File: src/rtl/formula_mac.sv
// Sequential multiply-accumulate engine: sum = SUM v[i]*(n+i), one term per clock,
// with a host-writable coefficient RAM, sticky overflow and optional saturation.
module formula_mac #(
  parameter int N     = 8,
  parameter int W     = 16,
  parameter int ACC_W = 32,
  parameter int SAT   = 0
) (
  input  logic                 Clk,
  input  logic                 rst,
  input  logic                 start,
  input  logic [W-1:0]         n,
  input  logic                 v_we,
  input  logic [$clog2(N)-1:0] v_addr,
  input  logic [W-1:0]         v_wdata,
  output logic                 busy,
  output logic                 ack,
  output logic [ACC_W-1:0]     sum,
  output logic                 ovf
);

  localparam int AW = $clog2(N);
  localparam int IW = W + AW;
  localparam int PW = W + IW;
  // Temp is wide enough for a full product even when it exceeds ACC_W.
  localparam int SW = ((PW > ACC_W) ? PW : ACC_W) + 1;
  localparam logic [AW-1:0] LAST = AW'(N - 1);

  typedef enum logic [1:0] {
    IDLE = 2'd0,
    RUN  = 2'd1,
    DONE = 2'd2
  } state_t;

  state_t           state_r;
  state_t           state_s;
  logic [W-1:0]     v_r [N];
  logic [W-1:0]     n_q_r;
  logic [AW-1:0]    i_r;
  logic [ACC_W-1:0] acc_r;
  logic             acc_ovf_r;

  logic             load_s;
  logic             step_s;
  logic             last_s;
  logic             wr_ok_s;
  logic             addr_ok_s;
  logic             busy_s;
  logic             ack_s;
  logic [W-1:0]     coef_s;
  logic [IW-1:0]    opnd_s;
  logic [PW-1:0]    prod_s;
  logic [SW-1:0]    tmp_s;
  logic             ovf_any_s;
  logic [ACC_W-1:0] acc_nxt_s;

  // FSM state register
  always_ff @(posedge Clk) begin
    if (rst) begin
      state_r <= IDLE;
    end else begin
      state_r <= state_s;
    end
  end

  // FSM next-state logic
  always_comb begin
    state_s = state_r;
    case (state_r)
      IDLE: begin
        if (start) state_s = RUN;
        else       state_s = IDLE;
      end
      RUN: begin
        if (i_r == LAST) state_s = DONE;
        else             state_s = RUN;
      end
      DONE: begin
        if (start) state_s = RUN;
        else       state_s = IDLE;
      end
      default: state_s = IDLE;
    endcase
  end

  // FSM output decode: load/step/complete strobes and coefficient write gate
  always_comb begin
    load_s    = 1'b0;
    step_s    = 1'b0;
    last_s    = 1'b0;
    wr_ok_s   = 1'b0;
    addr_ok_s = ({1'b0, v_addr} < (AW + 1)'(N));
    case (state_r)
      IDLE: begin
        load_s  = start;
        wr_ok_s = v_we & addr_ok_s;
      end
      RUN: begin
        step_s = 1'b1;
        last_s = (i_r == LAST);
      end
      DONE: begin
        load_s  = start;
        wr_ok_s = v_we & addr_ok_s;
      end
      default: begin
        load_s  = 1'b0;
        wr_ok_s = 1'b0;
      end
    endcase
    ack_s  = last_s;
    busy_s = (state_s == RUN);
  end

  // One accumulation step: unsigned full-width product, overflow from any bit above ACC_W-1
  always_comb begin
    coef_s    = v_r[i_r];
    opnd_s    = {{AW{1'b0}}, n_q_r} + {{W{1'b0}}, i_r};
    prod_s    = {{IW{1'b0}}, coef_s} * {{W{1'b0}}, opnd_s};
    tmp_s     = {{(SW - ACC_W){1'b0}}, acc_r} + {{(SW - PW){1'b0}}, prod_s};
    ovf_any_s = acc_ovf_r | (|tmp_s[SW-1:ACC_W]);
    if ((SAT != 0) && ovf_any_s) begin
      acc_nxt_s = {ACC_W{1'b1}};
    end else begin
      acc_nxt_s = tmp_s[ACC_W-1:0];
    end
  end

  // Datapath, coefficient RAM and registered outputs
  always_ff @(posedge Clk) begin
    if (rst) begin
      for (int k = 0; k < N; k++) begin
        v_r[k] <= W'(1'b1);
      end
      n_q_r     <= {W{1'b0}};
      i_r       <= {AW{1'b0}};
      acc_r     <= {ACC_W{1'b0}};
      acc_ovf_r <= 1'b0;
      busy      <= 1'b0;
      ack       <= 1'b0;
      sum       <= {ACC_W{1'b0}};
      ovf       <= 1'b0;
    end else begin
      if (wr_ok_s) begin
        v_r[v_addr] <= v_wdata;
      end
      if (load_s) begin
        n_q_r     <= n;
        i_r       <= {AW{1'b0}};
        acc_r     <= {ACC_W{1'b0}};
        acc_ovf_r <= 1'b0;
      end else if (step_s) begin
        acc_r     <= acc_nxt_s;
        acc_ovf_r <= ovf_any_s;
        i_r       <= i_r + AW'(1'b1);
      end
      if (last_s) begin
        sum <= acc_nxt_s;
        ovf <= ovf_any_s;
      end
      busy <= busy_s;
      ack  <= ack_s;
    end
  end

endmodule

File: config.mk
export PLATFORM = sky130hd
export DESIGN_NAME = formula_mac
export DESIGN_NICKNAME = d
export VERILOG_FILES = /design/src/rtl/formula_mac.sv
export SDC_FILE = /design/constraint.sdc
export NUM_CORES = 1
export LEC_CHECK = 0
export ABC_AREA = 1
export BUFFER_PORTS_ARGS = -buffer_cell sky130_fd_sc_hd__buf_2
export CAP_MARGIN = 20
export CORE_ASPECT_RATIO = 1.4
export CORE_MARGIN = 3
export CORE_UTILIZATION = 34
export DETAILED_ROUTE_END_ITERATION = 10
export HOLD_SLACK_MARGIN = 0.08
export PLACE_DENSITY = 0.56
export SKIP_CTS_REPAIR_TIMING = 1
export SYNTH_ARGS = -nofsm -noshare
export SYNTH_HDL_FRONTEND = slang
export SYNTH_SLANG_ARGS = --single-unit
File: constraint.sdc
create_clock -name Clk -period 10.5 [get_ports Clk]
set_input_delay 1.575 -clock Clk [delete_from_list [all_inputs] [get_ports Clk]]
set_output_delay 1.575 -clock Clk [all_outputs]
set_load 0.05 [all_outputs]
==> flow_summary.json, run 1 <==
{
  "routed_wl_um": 61000,
  "routedWlPerCell_um": 19.3,
  "vdd_drop_max_v": 0.000157,
  "crit_path_end_kind": "register",
  "design.core.area_mm2": 0.0568,
  "grt_pass1_wl_um": 96500,
  "layout_commonest_cell": "inv_1",
  "synth_edf_count": 128,
  "postLayoutCellArea_mm2": 0.0215,
  "p_int_uw": 2350,
  "crit_top_cell": "nand2_1",
  "worstPathArrival_ps": 8570,
  "ys_seq_area_share_pct": 28.9,
  "p_sw_share_pct": 50.4,
  "crit_required_ps": 10990,
  "wl_met1_um": 22500,
  "diodes": 0,
  "route.met2.wl_um": 32700,
  "setup_viol": 0,
  "crit_path_start_kind": "register",
  "die_h_um": 291,
  "yosysWarningCount": 0,
  "power_uw": 4740,
  "rsz0062_at_grt": "no",
  "wl_met3_um": 2460,
  "crit_type": "reg -> reg",
  "drive_above_1_share_pct": 7.08,
  "status": "completed",
  "drcViolationCount": 0,
  "cts-root-buf": "clkbuf_16",
  "htreeDepth": 1,
  "total_leakage_power_uw": 0.0107,
  "cp_max_fo": 65,
  "dp_slack_ps": 2400,
  "tritoncts": "built",
  "areaGrowthSynthToFinish_pct": 9.36,
  "fin_crit_ps": 8090,
  "ant_nets": 0,
  "fmax_mhz": 124,
  "cts_buffer_depth": 3,
  "pwr-share-clk_pct": 17.9,
  "fin_nets": 2803,
  "skew_ps": 12.3,
  "combPwrFrac_pct": 61.4,
  "grt_overflow": 0,
  "portBuffers": 73,
  "ios": 74,
  "max_cap_viol_count": 0,
  "synth_seq_cells": 220,
  "placed_area_mm2": 0.0208,
  "synth_ff_type": "edfxtp_1",
  "cts_buffers": 23,
  "fillers": 5816,
  "highest_layer": "met4",
  "fin_tns_setup_ps": 0,
  "synth_nets": 2763,
  "power.density_mw_per_mm2": 220,
  "dp_hpwl_um": 48900,
  "final_cell_mix": "inv_1, nand2_1, nor2_1",
  "async_flop_share_pct": 0,
  "postSynthAreaPerCell_um2": 8.30,
  "finalWorstSetupSlack_ps": 2410,
  "slew_violations": 0,
  "crit_family": "adder cells",
  "period_share_pct": 77.0,
  "hp-class": "reg -> reg",
  "clkSinkCount": 220,
  "avgViaCountPerCell": 4.86,
  "drtIter0Drc": 746,
  "synth_area_mm2": 0.0197,
  "slew_headroom_pct": 26.3,
  "switching_power_uw": 2390,
  "hold_viol_final": 0,
  "worstMarginPinSlew_ps": 1100,
  "path_buf_inv": 9,
  "cts.clk_slew.worst_paths_ps": 70,
  "initial_core_util_pct": 34.7,
  "num_rows": 103,
  "antenna_found_initial": 0,
  "gp_congestion": 0.976,
  "crit_path_top_delay_cell": "inv_2",
  "die_area_mm2": 0.0609,
  "cp_slowest_stage_delay_ps": 630,
  "grt_pass1_vias": 16800,
  "grt.total_usage_pct": 20.4,
  "clk_latency_ps": 540,
  "grt_max_degree": 66,
  "vias": 15400,
  "p_seq_share_pct": 20.7,
  "die_w_um": 209,
  "synthCells": 2373,
  "drt_first_pass_iters": 5,
  "ys_types": 48
}
==> worst paths after layout <==
check / from / endpoint / slack, ps / cells past startpoint
worst max-delay path: register / acc_r[25] / 2410 / 29
worst min-delay path: acc_ovf_r / acc_ovf_r / 470 / 2
worst max register to register: register / acc_r[25] / 2410 / 29
worst min register to register: acc_ovf_r / acc_ovf_r / 470 / 2
==> state kept, by name (all words and copies together), names as in the netlist, named ones only <==
signal and cells:
v_r 128, state_r 2, ovf 1, n_q_r 16, busy 1, acc_ovf_r 1
sum 32, acc_r 32, ack 1, i_r 3
==> through the flow <==
stage | cells | hold WS, ps | utilization, %
4_1_cts | 3164 | 469 | 37.9
3_3_place_gp | 3123 | 444 | 36.6
3_5_place_dp | 3123 | 459 | 36.6
6_report | 3164 | 466 | 37.9
5_1_grt | 3164 | 495 | 37.9
2_1_floorplan | 2373 | 436 | -
==> worst min-delay path: stages (launching register included) <==
cell and delay, ps:
dfxtp_1 300, inv_1 60, a21oi_1 60
==> power groups by stage <==
stage	clock network, uW	logic [uW]	registers [uW]
6_report	851	2910	981
4_1_cts	868	2920	981
3_5_place_dp	0	2880	1000
2_1_floorplan	0	1920	991
3_3_place_gp	0	2900	999
5_1_grt	902	3290	985
==> Yosys cell counts (2+ instances only) <==
library cell | instances | area [um2]
a21o_1 | 4 | 30.0
a21oi_1 | 85 | 425
a32o_1 | 20 | 200
and2_1 | 2 | 12.5
buf_2 | 19 | 95.1
buf_4 | 7 | 52.6
clkbuf_1 | 45 | 169
clkinv_1 | 8 | 30.0
dfxtp_1 | 92 | 1840
edfxtp_1 | 128 | 3840
fa_1 | 242 | 4840
ha_1 | 109 | 1360
inv_1 | 513 | 1930
inv_2 | 14 | 52.6
nand2_1 | 466 | 1750
nand2_2 | 9 | 56.3
nand3_1 | 61 | 305
nand3b_1 | 4 | 30.0
nand4_1 | 7 | 43.8
nor2_1 | 355 | 1330
nor2_2 | 2 | 12.5
nor2_4 | 3 | 33.8
nor3_1 | 8 | 40.0
nor3_2 | 2 | 20.0
nor4_2 | 2 | 25.0
o211ai_1 | 2 | 15.0
o21a_1 | 13 | 97.6
o21ai_0 | 75 | 375
o21ai_2 | 2 | 17.5
o21bai_1 | 20 | 150
o221ai_1 | 8 | 70.1
o22ai_1 | 5 | 31.3
or2_2 | 4 | 25.0
xnor2_1 | 7 | 61.3
xor2_1 | 13 | 114
xor2_2 | 5 | 81.3
==> routing by layer <==
metal / track usage (%) / vias to the layer above
li1: - / 7279
met1: 22.6 / 7542
met2: 38.7 / 392
met3: 1.84 / 155
met4: 9.87 / 0
met5: 0 / -
==> kinds of logic (layout without fill, tap and decap cells) <==
family                     count (synthesis)  in the layout  share of synthesized area [%]
and+or+nand+nor                          930            930                           18.9
xor gates and xnor gates                  26             26                           1.44
AOI/OAI and AO/OA                        238            238                           7.38
adders and majority gates                351            351                           31.5
DFF                                      220            220                           28.9
buffers and inverters                    608            664                           11.9
==> layout make-up <==
cell class	count	area, um2	share of cell area (%)
inverter	535	2010	9.32
clock buffer	28	594	2.76
sequential	220	5690	26.4
tap	735	920	4.27
timing repair buffer	88	478	2.22
clock inverter	13	174	0.807
multi-input combinational	1545	11700	54.2
Power figures use the tool's default switching activity.
==> run 2, diff against run 1 <==
--- a/config.mk
+++ b/config.mk
@@ -13,7 +13,7 @@
 export CORE_UTILIZATION = 34
 export DETAILED_ROUTE_END_ITERATION = 10
 export HOLD_SLACK_MARGIN = 0.08
-export PLACE_DENSITY = 0.56
+export PLACE_DENSITY = 0.58
 export SKIP_CTS_REPAIR_TIMING = 1
 export SYNTH_ARGS = -nofsm -noshare
 export SYNTH_HDL_FRONTEND = slang
==> constraint.sdc (replaced) <==
create_clock -name Clk -period 7.44 [get_ports Clk]
set_input_delay 1.116 -clock Clk [delete_from_list [all_inputs] [get_ports Clk]]
set_output_delay 1.116 -clock Clk [all_outputs]
set_load 0.05 [all_outputs]
==> run 2 against run 1 <==
  * First-iteration DRC count is 13% higher
  * Clock skew up 11 ps
  * Fmax rose by 13%
  * Setup slack got worse by 2100 ps
  * Sequential share of layout area decreased by 1.1 points
  * Clock-buffer cell count grew 1
  * Clock power increased by 41%
  * Critical endpoint is now sum[25]
==> flow_summary.json, run 2 (same netlist as run 1, synthesis figures left out) <==
{
  "die_area_mm2": 0.0609,
  "holdWs_ps": 463,
  "cts_buffers": 23,
  "cts-root-buf": "clkbuf_16",
  "dp_slack_ps": -153,
  "die_h_um": 291,
  "hold_viol_final": 0,
  "worstPathArrival_ps": 7550,
  "grt_pass1_vias": 16900,
  "vdd_drop_max_v": 0.000377,
  "period_share_pct": 95.9,
  "crit_type": "reg -> reg",
  "crit_family": "adder cells",
  "power.density_mw_per_mm2": 350,
  "cts_buffer_depth": 3,
  "setup_viol": 0,
  "cp_num_cells": 27,
  "gp_congestion": 0.982,
  "r2r_cells": 27,
  "routedWlPerCell_um": 18.5,
  "rr_endpoint": "sum[25]",
  "grt.total_usage_pct": 19.9,
  "cp-endpoint": "sum[25]",
  "rsz0062_at_grt": "no",
  "skew_ps": 23.6,
  "fin_crit_ps": 7130,
  "largest_register_ffs": 128,
  "crit_path_start_kind": "register",
  "fin_nets": 2904,
  "avgViaCountPerCell": 4.83,
  "path_buf_inv": 8,
  "fin_tns_setup_ps": 0,
  "grt_pass1_wl_um": 94600,
  "crit_required_ps": 7860,
  "finalWorstSetupSlack_ps": 306,
  "drcViolationCount": 0,
  "slew_headroom_pct": 42.7,
  "crit_path_end_kind": "register",
  "clk_latency_ps": 550,
  "largestRegisters": "v_r (128), acc_r (32), sum (32)",
  "dp_cells": 3223,
  "areaGrowthSynthToFinish_pct": 14.3,
  "ant_nets": 0,
  "slew_violations": 0,
  "cp_max_fo": 21,
  "final_cell_mix": "inv_1, nand2_1, nor2_1",
  "diodes": 0,
  "design.core.area_mm2": 0.0568,
  "drive_above_1_share_pct": 12.0,
  "grt_max_degree": 42,
  "ff2ff_setup_slack_ps": 310,
  "multi_input_area_mm2": 0.0118,
  "num_rows": 103,
  "seq_area_mm2": 0.00569,
  "largest-register": "v_r",
  "vias": 15800,
  "portBuffers": 73,
  "cp_slowest_stage_delay_ps": 610,
  "initial_core_util_pct": 34.7,
  "grt_overflow": 0,
  "fmax_mhz": 140,
  "layout.cells.non_filler": 3266,
  "clkSinkCount": 220,
  "worstMarginPinSlew_ps": 858,
  "dp_hpwl_um": 49800,
  "hp-class": "reg -> reg",
  "crit_path_top_delay_cell": "dfxtp_2",
  "drtIter0Drc": 843,
  "layout_commonest_cell": "inv_1",
  "max_cap_viol_count": 0,
  "status": "completed",
  "fillers": 5789,
  "routed_wl_um": 60500,
  "cts.clk_slew.worst_paths_ps": 70,
  "htreeDepth": 1,
  "antenna_found_initial": 0,
  "tritoncts": "built",
  "total_leakage_power_uw": 0.0112,
  "drt_first_pass_iters": 6,
  "ios": 74,
  "die_w_um": 209,
  "min_path_cells": 2
}
run 2: layout make-up:
cell class / count / share of cell area [%]
flip-flops and latches: 220 / 25.3
clock inverters: 13 / 0.572
clock buffers: 29 / 2.89
repair buffers: 189 / 5.78
multi-input cells: 1545 / 52.4
inverters: 535 / 9.00
well taps: 735 / 4.08
run 2: routing by layer:
layer	track usage, %	vias up	part of all wire (%)	wire [um]
li1	-	7476	-	-
met1	22.2	7787	37	22700
met2	37.9	398	54	32600
met3	1.32	126	3.2	1910
met4	9.40	0	5.5	3330
met5	0	-	0	0
run 2: how the worst min path moves through the flow:
stage / from / end
CTS: acc_ovf_r / acc_ovf_r
floorplan: acc_ovf_r / acc_ovf_r
global route: sum[2] / sum[2]
detailed placement: acc_ovf_r / acc_ovf_r
global placement: acc_ovf_r / acc_ovf_r
finish: acc_ovf_r / acc_ovf_r
run 2: power by group:
group / total [uW] / switching, uW / internal (uW)
Sequential: 1390 / 34.8 / 1350
Combinational: 5290 / 3110 / 2180
Clock: 1200 / 533 / 670
run 2: metrics by stage:
stage	cell area (um2)	util, %	total power, uW
after global placement	21600	38.0	6440
after floorplan	19700	-	4110
final	22500	39.6	7880
after global routing	22500	39.6	8480
after detailed placement	21600	38.0	6430
after CTS	22400	39.4	7700
run 2: tightest hold or removal path, delay by kind of cell, from the launching register on:
| family | cells | cell delay [ps] |
|---|---|---|
| DFF | 1 | 300 |
| AOI/OAI and AO/OA | 1 | 60 |
| buffers and inverters | 1 | 60 |
